## src/rtl/led_status.sv

```systemverilog
// Self-test status controller: tracks per-channel PASS/FAIL results across a
// run with timeout, and drives a registered LED bank with a free-running blinker.
module led_status #(
  parameter int unsigned N_CHECKS  = 2,
  parameter int unsigned LED_W     = 8,
  parameter int unsigned BLINK_DIV = 12_500_000,
  parameter int unsigned TIMEOUT   = 50_000_000
) (
  input  logic                clk,
  input  logic                rst,
  input  logic                start,
  input  logic                clear,
  input  logic [N_CHECKS-1:0] check_pass,
  input  logic [N_CHECKS-1:0] check_fail,
  output logic [LED_W-1:0]    led,
  output logic                done,
  output logic                all_pass,
  output logic                any_fail
);

  localparam int unsigned CNT_W = (TIMEOUT > 1) ? $clog2(TIMEOUT) : 1;
  localparam int unsigned BLK_W = (BLINK_DIV > 1) ? $clog2(BLINK_DIV) : 1;

  typedef enum logic [1:0] {S_IDLE, S_RUN, S_DONE} state_t;
  typedef enum logic [1:0] {C_PEND, C_PASS, C_FAIL} chan_t;

  state_t           state_q, state_d;
  chan_t            chan_q [N_CHECKS];
  chan_t            chan_d [N_CHECKS];
  logic [CNT_W-1:0] tmo_q, tmo_d;
  logic [BLK_W-1:0] blk_q;
  logic             phase_q;
  logic [LED_W-1:0] led_d;
  logic             done_d, all_pass_d, any_fail_d;
  logic             pending_c, timeout_c;

  // Next state, channel status and output values
  always_comb begin
    state_d    = state_q;
    tmo_d      = tmo_q;
    for (int i = 0; i < N_CHECKS; i++) chan_d[i] = chan_q[i];
    pending_c  = 1'b0;
    timeout_c  = (tmo_q == CNT_W'(TIMEOUT - 1));
    led_d      = '0;
    done_d     = 1'b0;
    all_pass_d = 1'b0;
    any_fail_d = 1'b0;

    case (state_q)
      S_IDLE: begin
        for (int i = 0; i < N_CHECKS; i++) chan_d[i] = C_PEND;
        if (!clear && start) begin
          state_d = S_RUN;
          tmo_d   = '0;
        end
      end
      S_RUN: begin
        if (clear) begin
          state_d = S_IDLE;
          for (int i = 0; i < N_CHECKS; i++) chan_d[i] = C_PEND;
        end else begin
          tmo_d = tmo_q + 1'b1;
          // Fail overrides pass; pass only resolves a pending channel
          for (int i = 0; i < N_CHECKS; i++) begin
            if (check_fail[i]) chan_d[i] = C_FAIL;
            else if (check_pass[i] && chan_q[i] == C_PEND) chan_d[i] = C_PASS;
            if (timeout_c && chan_d[i] == C_PEND) chan_d[i] = C_FAIL;
            if (chan_d[i] == C_PEND) pending_c = 1'b1;
          end
          if (timeout_c || !pending_c) state_d = S_DONE;
        end
      end
      S_DONE: begin
        if (clear) begin
          state_d = S_IDLE;
          for (int i = 0; i < N_CHECKS; i++) chan_d[i] = C_PEND;
        end
      end
      default: state_d = S_IDLE;
    endcase

    // Output image of the current registered state
    led_d[0]   = 1'b1;
    done_d     = (state_q == S_DONE);
    all_pass_d = (state_q == S_DONE);
    for (int i = 0; i < N_CHECKS; i++) begin
      case (chan_q[i])
        C_PASS:  led_d[i+1] = 1'b1;
        C_FAIL:  led_d[i+1] = phase_q;
        default: led_d[i+1] = 1'b0;
      endcase
      if (chan_q[i] != C_PASS) all_pass_d = 1'b0;
      if (chan_q[i] == C_FAIL && state_q != S_IDLE) any_fail_d = 1'b1;
    end
    case (state_q)
      S_RUN:   led_d[LED_W-1] = phase_q;
      S_DONE:  led_d[LED_W-1] = all_pass_d ? 1'b1 : ~phase_q;
      default: led_d[LED_W-1] = 1'b0;
    endcase
  end

  // State, channel and output registers
  always_ff @(posedge clk or negedge rst) begin
    if (!rst) begin
      state_q  <= S_IDLE;
      tmo_q    <= '0;
      for (int i = 0; i < N_CHECKS; i++) chan_q[i] <= C_PEND;
      led      <= '0;
      done     <= 1'b0;
      all_pass <= 1'b0;
      any_fail <= 1'b0;
    end else begin
      state_q  <= state_d;
      tmo_q    <= tmo_d;
      for (int i = 0; i < N_CHECKS; i++) chan_q[i] <= chan_d[i];
      led      <= led_d;
      done     <= done_d;
      all_pass <= all_pass_d;
      any_fail <= any_fail_d;
    end
  end

  // Free-running blink divider; phase flips on every wrap
  always_ff @(posedge clk or negedge rst) begin
    if (!rst) begin
      blk_q   <= '0;
      phase_q <= 1'b0;
    end else if (blk_q == BLK_W'(BLINK_DIV - 1)) begin
      blk_q   <= '0;
      phase_q <= ~phase_q;
    end else begin
      blk_q   <= blk_q + 1'b1;
    end
  end

endmodule

```

## config.mk

```make
export PLATFORM = sky130hd
export DESIGN_NAME = led_status
export DESIGN_NICKNAME = d
export VERILOG_FILES = /design/src/rtl/led_status.sv
export SDC_FILE = /design/constraint.sdc
export NUM_CORES = 1
export LEC_CHECK = 0
export BUFFER_PORTS_ARGS = -buffer_cell sky130_fd_sc_hd__buf_4
export CORE_MARGIN = 2
export CORE_UTILIZATION = 60
export DETAILED_ROUTE_END_ITERATION = 16
export PLACE_DENSITY = 0.78
export SYNTH_ARGS = -nofsm -noshare
export SYNTH_HDL_FRONTEND = slang
export SYNTH_SLANG_ARGS = --single-unit
```

## constraint.sdc

```tcl
create_clock -name clk -period 4.7 [get_ports clk]
set_clock_uncertainty 0.1 [all_clocks]
set_input_delay 0.705 -clock clk [delete_from_list [all_inputs] [get_ports clk]]
set_output_delay 0.705 -clock clk [all_outputs]
set_load 0.005 [all_outputs]
```

==> flow_summary.json <==
{
  "outcome": "completed",
  "synth.distinct_cells": 51,
  "wl_per_cell_um": 15.9,
  "die_h_um": 81.2,
  "cts_buffers": 9,
  "reg2reg_depth": 6,
  "async_reset_ff_frac": 1.00,
  "grt_pass1_wl_mm": 12.2,
  "worst_pin_slew_ns": 1.02,
  "critical_path_arrival_ns": 2.75,
  "final_common_cell": "dfrtp_1",
  "drv_slew": 0,
  "rsz0062_at_grt": "no",
  "cts-hold-fix-buffers": 0,
  "place.gp.congestion": 0.846,
  "fin_nets": 407,
  "p_per_area_nw_per_um2": 341,
  "multi_input_area_um2": 1850,
  "drtPass1Iterations": 4,
  "postSynthAreaPerCell_um2": 9.56,
  "clk_pin_slew_ns": 0.06,
  "synth_xor_area_frac": 0.0564,
  "worstPathMaxFanout": 13,
  "dieArea_um2": 6590,
  "drc_errors": 0,
  "cts-resized-gates": 0,
  "core-area_um2": 5850,
  "crit_required_ns": 4.83,
  "syn2layout_area_growth_pct": 8.16,
  "fin_crit_ns": 2.62,
  "synth_top_area_frac": 0.448,
  "setup_tns_ns": 0,
  "cts_max_level": 3,
  "cts_setup_buffers": 0,
  "synth_top_family_by_area": "simple AND/OR/NAND/NOR gates",
  "ys.flop_type": "dfrtp_1",
  "start_kind": "flop",
  "grt_max_degree": 65,
  "insertion_delay_ns": 0.34,
  "layout-drive-gt1-share": 0.0949,
  "clkSinkCount": 64,
  "ios": 19,
  "layout_common_cells": "64 x dfrtp_1, 32 x nor2_1, 28 x nand2_1, 18 x a21oi_1, 18 x xnor2_1",
  "totalWireLength_mm": 7.38,
  "die_x_um": 81.2,
  "synth_compound_area_frac": 0.111,
  "crit_type": "flop to flop",
  "hold_viol_final": 0,
  "max_freq_mhz": 381,
  "antenna_cells": 0,
  "seq_area_um2": 1600,
  "initialDrtViolationCount": 149,
  "cts_tree": "yes",
  "ir_drop_mv": 0.187,
  "netlist_area_um2": 3570,
  "setup_viol": 0,
  "hold_class": "input pin to asynchronous set/reset pin",
  "port_buffers": 14,
  "start_util": 0.611,
  "nFillCells": 457,
  "via_per_inst": 6.15,
  "cts_buffer_depth": 2,
  "yosys-top-cells-area": "dfrtp_1 45%, xnor2_1 4.4%, ha_1 4.2%",
  "grt_use_total": 0.243,
  "rows": 28,
  "yosys.area.top_type": "dfrtp_1",
  "antenna_left": 0,
  "p_leak_nw": 1.69,
  "hold_ws_ns": 0.358,
  "ys_warn_count": 0,
  "netlist_instances": 374,
  "grt_pass1_vias": 2675,
  "place_hpwl_mm": 5.08,
  "endpoint_kind": "flop",
  "synth-edff-count": 0,
  "synth_mux_area_frac": 0.0284,
  "synthSimpleGateAreaFrac": 0.274,
  "synthAdderAreaFrac": 0.0420,
  "maxCapViolations": 0,
  "num_vias": 2858,
  "yosys_register_bits": 64,
  "cts_root_buf": "clkbuf_8",
  "grt_overflow": 0,
  "antenna_found_initial": 0,
  "slew_headroom": 0.303,
  "seq_area_frac_synth": 0.448,
  "fin_crit_sh": 0.558
}
routing by layer:
layer,track usage,part of all wire,vias up,wire [um]
li1,-,-,1395,-
met1,0.307,0.44,1389,3260
met2,0.402,0.50,60,3690
met3,0.0456,0.039,14,291
met4,0.117,0.019,0,143
met5,0,0,-,0
metrics by stage:
stage	cells	total power, mW	area (um^2)	util	worst slack, ns
6_report	465	1.32	3870	0.661	2.08
5_1_grt	465	1.40	3870	0.661	1.78
4_1_cts	465	1.33	3870	0.661	2.10
3_5_place_dp	451	0.928	3710	0.635	2.12
3_3_place_gp	451	0.919	3710	0.635	2.24
2_1_floorplan	377	0.835	3590	-	2.51
flip-flops by register name, summed over array words and instances (netlist names):
signal / flops
chan_q: 4
tmo_q: 26
led: 4
phase_q: 1
blk_q: 24
done: 1
all_pass: 1
any_fail: 1
state_q: 2
where the power goes:
part           leakage [nW]  total [mW]  internal [mW]  switching, mW
Sequential            0.870       0.628          0.590         0.0383
Combinational         0.739       0.299          0.119          0.180
Clock                0.0794       0.392          0.200          0.192
Total                  1.69        1.32          0.909          0.411
critical path, stage by stage (launching register included):
cell and delay (ns):
dfrtp_1 0.42, inv_1 0.12, ha_1 0.33, mux2i_1 0.34, nor4_1 0.80, a31oi_1 0.17, a41o_1 0.23
synth_stat cells, drive strengths merged (9+ instances only):
| library cell | number |
|---|---|
| o21ai | 11 |
| nand2 | 28 |
| nand4 | 18 |
| dfrtp | 64 |
| nor2 | 32 |
| or4 | 11 |
| inv | 12 |
| nand3 | 17 |
| nor4 | 13 |
| xnor2 | 18 |
| ha | 12 |
| nor3 | 9 |
| buf | 9 |
| mux2i | 9 |
| a21oi | 18 |
final timing paths:
kind | start | slack (ns) | end
worst max-delay path | state_q[1] | 2.08 | tmo_q[11]
worst min-delay path | rst | 0.36 | blk_q[16]
worst max register to register | state_q[1] | 2.08 | tmo_q[11]
worst min register to register | blk_q[0] | 0.39 | blk_q[0]
max in group asynchronous | rst | 3.63 | state_q[1]
min in group clk | blk_q[0] | 0.39 | blk_q[0]
logic make-up (layout without fill, tap and decap cells):
family	after synthesis	count (layout)
compound gates	59	59
xor+xnor	23	23
fa+ha+maj	12	12
buf+inv	29	42
flops	64	64
mux	10	10
other cells	2	5
simple gates	175	175
final cells by class:
class / instances / area share
Tap cell: 75 / 0.0243
Sequential cell: 64 / 0.414
Timing Repair Buffer: 16 / 0.0311
Clock buffer: 13 / 0.0385
Clock inverter: 1 / 0.00129
Multi-Input combinational cell: 284 / 0.479
Inverter: 12 / 0.0117
Note: power is estimated with default switching activity, not from simulation.
